<file path="config.mk">
export PLATFORM = sky130hd
export DESIGN_NAME = req_priority_sched
export DESIGN_NICKNAME = d
export VERILOG_FILES = /design/src/rtl/req_priority_sched.sv
export SDC_FILE = /design/constraint.sdc
export NUM_CORES = 1
export LEC_CHECK = 0
export ABC_AREA = 1
export BUFFER_PORTS_ARGS = -buffer_cell sky130_fd_sc_hd__buf_2
export CORE_MARGIN = 2
export CORE_UTILIZATION = 58
export CTS_CLUSTER_DIAMETER = 120
export DETAILED_ROUTE_END_ITERATION = 16
export GPL_ROUTABILITY_DRIVEN = 0
export GPL_TIMING_DRIVEN = 1
export PLACE_DENSITY_LB_ADDON = 0.25
export REMOVE_ABC_BUFFERS = 1
export SYNTH_ARGS = -nofsm -noshare
export SYNTH_HDL_FRONTEND = slang
export SYNTH_SLANG_ARGS = --single-unit
</file>
<file path="constraint.sdc">
create_clock -name clk -period 4.8 [get_ports clk]
set_clock_uncertainty 0.1 [all_clocks]
set_input_delay 0 -clock clk [delete_from_list [all_inputs] [get_ports clk]]
set_output_delay 0 -clock clk [all_outputs]
set_load 0.02 [all_outputs]
</file>
<file path="src/rtl/req_priority_sched.sv">
// ============================================================================
// Module      : req_priority_sched
// Description : 4-requester scheduler (fixed-priority or round-robin) with
//               grant hold, hold timeout and encoded {x,y,V} owner output.
// Revision    : 1.0 - initial release
// ============================================================================
`default_nettype none

module req_priority_sched #(
  parameter int MAX_HOLD = 8,
  parameter int CNT_W    = 4
) (
  input  logic             clk,
  input  logic             rst_n,
  input  logic [3:0]       req,
  input  logic             rr_mode,
  output logic [3:0]       grant,
  output logic             x,
  output logic             y,
  output logic             V,
  output logic             timeout,
  output logic [CNT_W-1:0] hold_cnt
);

  localparam logic [0:0]       c_ST_IDLE   = 1'b0;
  localparam logic [0:0]       c_ST_GRANT  = 1'b1;
  localparam logic [CNT_W-1:0] c_HOLD_LAST = CNT_W'(MAX_HOLD - 1);

  logic [0:0]       r_state;
  logic [1:0]       r_owner;
  logic [1:0]       r_last;
  logic [CNT_W-1:0] r_hold;
  logic [3:0]       r_grant;
  logic             r_x;
  logic             r_y;
  logic             r_v;
  logic             r_timeout;

  logic [0:0]       w_state_nxt;
  logic [1:0]       w_owner_nxt;
  logic [1:0]       w_last_nxt;
  logic [CNT_W-1:0] w_hold_nxt;
  logic [3:0]       w_grant_nxt;
  logic             w_timeout_nxt;

  logic             w_owner_req;
  logic             w_expired;
  logic             w_hold_on;
  logic [3:0]       w_elig;
  logic [1:0]       w_idx;
  logic [1:0]       w_win;
  logic             w_win_vld;

  assign w_owner_req = req[r_owner];
  assign w_expired   = (r_state == c_ST_GRANT) && w_owner_req && (r_hold == c_HOLD_LAST);
  assign w_hold_on   = (r_state == c_ST_GRANT) && w_owner_req && !w_expired;
  // A timed-out owner sits out the arbitration on its own release edge.
  assign w_elig      = w_expired ? (req & ~(4'b0001 << r_owner)) : req;

  // Arbitration: later loop iterations override earlier ones, so the loops
  // run from lowest to highest precedence.
  always_comb begin
    w_win     = 2'd0;
    w_win_vld = 1'b0;
    w_idx     = 2'd0;
    if (rr_mode) begin
      for (int k = 3; k >= 0; k--) begin
        w_idx = r_last + 2'(k + 1);
        if (w_elig[w_idx]) begin
          w_win     = w_idx;
          w_win_vld = 1'b1;
        end
      end
    end else begin
      for (int i = 0; i < 4; i++) begin
        if (w_elig[i]) begin
          w_win     = 2'(i);
          w_win_vld = 1'b1;
        end
      end
    end
  end

  // State register
  always_ff @(posedge clk or negedge rst_n) begin
    if (!rst_n) begin
      r_state   <= c_ST_IDLE;
      r_owner   <= 2'd0;
      r_last    <= 2'd3;
      r_hold    <= '0;
      r_grant   <= 4'b0000;
      r_x       <= 1'b0;
      r_y       <= 1'b0;
      r_v       <= 1'b0;
      r_timeout <= 1'b0;
    end else begin
      r_state   <= w_state_nxt;
      r_owner   <= w_owner_nxt;
      r_last    <= w_last_nxt;
      r_hold    <= w_hold_nxt;
      r_grant   <= w_grant_nxt;
      r_x       <= w_grant_nxt[3] | w_grant_nxt[2];
      r_y       <= w_grant_nxt[3] | w_grant_nxt[1];
      r_v       <= |w_grant_nxt;
      r_timeout <= w_timeout_nxt;
    end
  end

  // Next-state logic
  always_comb begin
    w_state_nxt = c_ST_IDLE;
    case (r_state)
      c_ST_IDLE: begin
        if (w_win_vld) w_state_nxt = c_ST_GRANT;
      end
      c_ST_GRANT: begin
        if (w_hold_on || w_win_vld) w_state_nxt = c_ST_GRANT;
      end
      default: w_state_nxt = c_ST_IDLE;
    endcase
  end

  // Output / datapath logic (values registered on the next edge)
  always_comb begin
    w_owner_nxt   = r_owner;
    w_last_nxt    = r_last;
    w_hold_nxt    = '0;
    w_timeout_nxt = 1'b0;
    if (w_hold_on) begin
      w_hold_nxt = r_hold + CNT_W'(1);
    end else begin
      w_timeout_nxt = w_expired;
      if (w_win_vld) begin
        w_owner_nxt = w_win;
        w_last_nxt  = w_win;
      end
    end
    w_grant_nxt = (w_state_nxt == c_ST_GRANT) ? (4'b0001 << w_owner_nxt) : 4'b0000;
  end

  assign grant    = r_grant;
  assign x        = r_x;
  assign y        = r_y;
  assign V        = r_v;
  assign timeout  = r_timeout;
  assign hold_cnt = r_hold;

endmodule

`default_nettype wire

</file>
==> results.sh, run 1 <==
export IMPL_cts_setup_buffers=0
export IMPL_grt_antenna_before_repair=0
export IMPL_synthArstFlopShare=1.00
export IMPL_min_from="req[0]"
export IMPL_yosys_top_cells_count="nand2_1, inv_1, dfrtp_1, nand3_1"
export IMPL_layout_drive_gt1_share=0.338
export IMPL_setup_viol=0
export IMPL_endpoint_kind="flip-flop"
export IMPL_critPathMaxFanout=6
export IMPL_power_uw=766
export IMPL_die_w_um=46.4
export IMPL_synth_edf_count=0
export IMPL_status="finished, final reports clean"
export IMPL_synth_top_area_share=0.360
export IMPL_nFillCells=140
export IMPL_post_synth_top_area_cell="dfrtp_1"
export IMPL_rows=15
export IMPL_r2r_end="V"
export IMPL_fin_ws_ps=2610
export IMPL_vias=881
export IMPL_yosysMostFrequentCell="nand2_1"
export IMPL_drt_first_pass_iters=4
export IMPL_hold_path_class="in2reg"
export IMPL_antenna_cells=0
export IMPL_ctsHoldBuffers=5
export IMPL_cts_resized=0
export IMPL_core_um2=1710
export IMPL_fin_crit_ps=2190
export IMPL_wl_per_cell_um=11.6
export IMPL_cts_buffer_depth=2
export IMPL_drv_slew=0
export IMPL_htree_num_levels=1
export IMPL_reg2regPathDepth=8
export IMPL_grt_max_degree=18
export IMPL_drc=0
export IMPL_synth_area_leaders="dfrtp_1, nand2_1, nand2_2, nand3_1, inv_1"
export IMPL_r2r_slack_ps=2610
export IMPL_finalHoldViolCount=0
export IMPL_tightestPinTransition_ps=371
export IMPL_fin_cells=179
export IMPL_reg2reg_from="hold_cnt[0]"
export IMPL_synth_cell_area_um2=1040
export IMPL_pre_cts_ws_ps=2630
export IMPL_min_to="r_state"
export IMPL_drtIter0Drc=21
export IMPL_drt_wl_total_um=2070
export IMPL_power_leakage_nw=0.694
export IMPL_grt_usage=0.231
export IMPL_worst_ep_arrival_time_ps=2280
export IMPL_fin_setup_tns_ps=0
export IMPL_numCtsBuffers=3
export IMPL_critPathLaunchType="flip-flop"
export IMPL_ir_worst_vdd_mv=0.370
export IMPL_final_core_util=0.725
export IMPL_rsz0062_at_grt="false"
export IMPL_root_buffer="clkbuf_4"
export IMPL_grt_pass1_vias=815
export IMPL_port_buffers=18
export IMPL_dpl_cell_count=170
export IMPL_ys_types=24
export IMPL_ys_seq_elements=17
export IMPL_clk_latency_ps=300
export IMPL_fmax_ghz=0.457
export IMPL_whs_path_depth=3
export IMPL_die_h_um=46.4
export IMPL_hpwl_um=1560
export IMPL_yosys_warnings=0
export IMPL_syn_inst=128
export IMPL_maxCapViolations=0
export IMPL_max_slew_margin_rel=0.753
export IMPL_crit_type="reg2reg"
export IMPL_syn_to_final_growth_pct=18.8
export IMPL_detail_route_antenna_nets=0
export IMPL_path_clk_slew_ps=110
export IMPL_fin_nets=163
export IMPL_synth_seq_area_share=0.411
export IMPL_initial_core_util=0.610
export IMPL_ios=19
export IMPL_dieArea_um2=2150
export IMPL_grt_pass1_wl_um=3390
export IMPL_period_share=0.456
export IMPL_cp_startpoint="hold_cnt[0]"
export IMPL_cts_tree="yes"
export IMPL_overflow=0
export IMPL_syn_avg_cell_area_um2=8.14
export IMPL_ys_flop_type="dfrtp_1"
export IMPL_worstPathRequired_ps=4890
export IMPL_powerDensity_nw_per_um2=618
export IMPL_via_per_inst=4.92
export IMPL_clkSinkCount=17
final cells by class:
class,count,area [um2],area share
Multi-Input combinational cell,91,538,0.434
Sequential cell,17,428,0.345
Timing Repair Buffer,23,140,0.113
Inverter,19,71.3,0.0576
Tap cell,25,31.3,0.0253
Clock buffer,3,22.5,0.0182
Clock inverter,1,7.51,0.00606
metal layers:
metal,GRT usage,part of all wire,vias up
met5,0,0,-
met4,0.131,0.019,0
met3,0.0510,0.028,4
met2,0.358,0.51,18
met1,0.296,0.44,400
li1,-,-,459
worst max-delay path by stage:
stage,to,cells after the start
after floorplan,x,13
after global placement,x,13
after detailed placement,x,13
after CTS,V,8
after global routing,x,13
final,V,8
worst max-delay path: stages, from the launching register on:
cell and delay, ps:
dfrtp_1 410, ha_1 190, nand2_1 100, nor2_4 190, nand4_2 160, and2_1 180, inv_2 100, nand4_1 90
dlygate4sd3_1 570
registers in the layout, summed over array words and instances (netlist names):
register	flops
grant	4
hold_cnt	4
r_last	2
r_owner	2
V	1
r_state	1
timeout	1
x	1
y	1
cell usage in the layout, fill, tap and decap left out:
cell,Yosys,routed
nand4_4,2,2
nand2_4,5,5
o21ai_0,2,2
clkinvlp_4,0,1
a21oi_1,1,1
nor2_4,1,1
o21ai_2,1,1
nand2_1,30,30
inv_2,2,2
nor3b_1,1,1
xor2_1,2,2
nand2_2,11,11
a31oi_1,1,1
buf_2,0,18
nand3_2,1,1
ha_1,1,1
nand4_2,2,2
and2_1,1,1
inv_1,17,17
dfrtp_1,15,15
nor2_2,3,3
dlygate4sd3_1,0,5
nand4_1,2,2
nor2_1,11,11
dfstp_2,2,2
clkbuf_4,0,3
nand3_1,13,13
kinds of logic after synthesis:
family | Yosys count | share of synthesized area
AO/OA/AOI/OAI | 5 | 0.0288
adder cells (fa/ha/maj) | 1 | 0.0120
buffers and inverters | 20 | 0.0732
XOR/XNOR | 2 | 0.0168
flip-flops | 17 | 0.411
AND/OR/NAND/NOR | 83 | 0.459
report_power, final:
part	switching [mW]	total (mW)	internal (mW)
clock network	0.0482	0.0799	0.0318
registers	0.0434	0.242	0.198
logic	0.296	0.444	0.148
total	0.388	0.766	0.378
per-stage QoR:
stage	area [um2]	hold WS, ps
after floorplan	1040	-396
after global placement	1160	-173
after detailed placement	1160	-164
after CTS	1240	28.6
after global routing	1240	55.2
final	1240	28.7
(Power assumes the default switching activity.)
==> inputs of run 2 (changes only) <==
--- a/config.mk
+++ b/config.mk
@@ -8,7 +8,7 @@
 export ABC_AREA = 1
 export BUFFER_PORTS_ARGS = -buffer_cell sky130_fd_sc_hd__buf_2
 export CORE_MARGIN = 2
-export CORE_UTILIZATION = 58
+export CORE_UTILIZATION = 54
 export CTS_CLUSTER_DIAMETER = 120
 export DETAILED_ROUTE_END_ITERATION = 16
 export GPL_ROUTABILITY_DRIVEN = 0
==> constraint.sdc (replaced) <==
create_clock -name clk -period 2.3 [get_ports clk]
set_clock_uncertainty 0.1 [all_clocks]
set_input_delay 0 -clock clk [delete_from_list [all_inputs] [get_ports clk]]
set_output_delay 0 -clock clk [all_outputs]
set_load 0.02 [all_outputs]
==> results.sh, run 2 (synthesized netlist as in run 1, its figures left out) <==
export IMPL_status="finished, final reports clean"
export IMPL_grt_pass1_wl_um=3520
export IMPL_ios=19
export IMPL_cts_tree="yes"
export IMPL_detail_route_antenna_nets=0
export IMPL_via_per_inst=5.07
export IMPL_hpwl_um=1700
export IMPL_initial_core_util=0.591
export IMPL_final_core_util=0.716
export IMPL_drt_wl_total_um=2140
export IMPL_core_um2=1760
export IMPL_clk_latency_ps=280
export IMPL_powerDensity_nw_per_um2=1300
export IMPL_fin_ws_ps=171
export IMPL_worst_ep_arrival_time_ps=2250
export IMPL_endpoint_kind="flip-flop"
export IMPL_antenna_cells=0
export IMPL_nFillCells=154
export IMPL_syn_to_final_growth_pct=21.1
export IMPL_fmax_ghz=0.470
export IMPL_regArea_um2=429
export IMPL_die_w_um=47.9
export IMPL_overflow=0
export IMPL_pre_cts_ws_ps=156
export IMPL_rsz0062_at_grt="true"
export IMPL_hold_path_class="in2reg"
export IMPL_met1_length_um=891
export IMPL_critPathMaxFanout=6
export IMPL_rows=15
export IMPL_final_common_cell="nand2_1"
export IMPL_cts_buffer_depth=2
export IMPL_grt_max_degree=18
export IMPL_drtIter0Drc=15
export IMPL_tightestPinTransition_ps=366
export IMPL_fin_nets=164
export IMPL_port_buffers=18
export IMPL_max_slew_margin_rel=0.756
export IMPL_critPathLaunchType="flip-flop"
export IMPL_drc=0
export IMPL_vias=913
export IMPL_clkSinkCount=17
export IMPL_fin_setup_tns_ps=0
export IMPL_power_leakage_nw=0.689
export IMPL_grt_usage=0.222
export IMPL_worstPathRequired_ps=2420
export IMPL_wl_per_cell_um=11.9
export IMPL_ir_worst_vdd_mv=0.953
export IMPL_period_share=0.925
export IMPL_finalHoldViolCount=0
export IMPL_drt_first_pass_iters=4
export IMPL_numCtsBuffers=3
export IMPL_maxCapViolations=0
export IMPL_die_h_um=47.9
export IMPL_drv_slew=0
export IMPL_path_clk_slew_ps=90
export IMPL_dieArea_um2=2300
export IMPL_routed_wl_met2_um=1160
export IMPL_root_buffer="clkbuf_4"
export IMPL_setup_viol=0
export IMPL_htree_num_levels=1
export IMPL_layout_drive_gt1_share=0.394
export IMPL_multi_input_area_um2=562
export IMPL_routed_wl_met3_um=89
export IMPL_dr_max_layer_used="met3"
export IMPL_layout_common_cells="nand2_1, buf_2, inv_1, nand2_2, dfrtp_1"
export IMPL_grt_pass1_vias=887
export IMPL_fin_crit_ps=2130
export IMPL_crit_type="reg2reg"
export IMPL_grt_antenna_before_repair=0
## run 2: cell count changes in the layout (fill, tap and decap cells not counted), moves of 2 or more
cell / previous run / this run
buf_4: 0 / 3
nand2_1: 30 / 26
dlygate4sd3_1: 5 / 3
nand2_2: 11 / 15
## run 2: power by group
part           internal (mW)  switching, mW
clock network         0.0671         0.0848
registers              0.416         0.0864
logic                  0.336          0.656
## run 2: area by class of cell
cell class	instances	share of cell area
Clock buffer	4	0.0208
Tap cell	25	0.0248
Timing Repair Buffer	24	0.113
Inverter	19	0.0565
Multi-Input combinational cell	91	0.445
Sequential cell	17	0.340
## run 2: final timing paths
check,start,end,slack (ps),cells past startpoint
min in group asynchronous,rst_n,timeout,50,2
worst min register to register,hold_cnt[0],hold_cnt[0],460,2
max in group asynchronous,rst_n,r_last[1],1750,2
worst max-delay path,hold_cnt[1],grant[1],170,17
worst min-delay path,req[0],V,2,3
worst max register to register,hold_cnt[1],grant[1],170,17
## run 2: critical path, cell delays in order (launching register included)
cell and delay (ps):
dfrtp_1 370, ha_2 190, nand2_2 70, nor2_4 230, nand4_1 170, nand3_1 120, nand2_2 70, nand2_2 70
nand2_1 50, inv_1 60, nand2_2 50, nand2_1 50, nand2_1 60, nand3_2 70, nand2_2 70, nand2_4 100
nand2_4 60, nor2_2 90
## run 2: repair_timing
| item | 4_1_cts | 5_1_grt |
|---|---|---|
| hold endpoints to repair | 19 | 0 |
| gates resized for setup | 0 | 8 |
| endpoints found under the setup margin | 0 | 6 |
| buffers inserted | 0 | 3 |
| hold buffers | 3 | 0 |
## run 2: through the flow
step / cells / area (um2) / hold WS [ps] / power [mW]
after floorplan: 127 / 1040 / -396 / 1.23
after global placement: 170 / 1160 / -175 / 1.39
after detailed placement: 170 / 1160 / -166 / 1.43
after CTS: 177 / 1210 / 1.36 / 1.59
after global routing: 180 / 1260 / 37.1 / 1.79
final: 180 / 1260 / 1.89 / 1.65
## run 2: per-layer routing
metal  global-route usage  up-vias
met3               0.0415        0
li1                     -      455
met2                0.413       31
met1                0.248      427
met5                    0        -
met4               0.0811        0
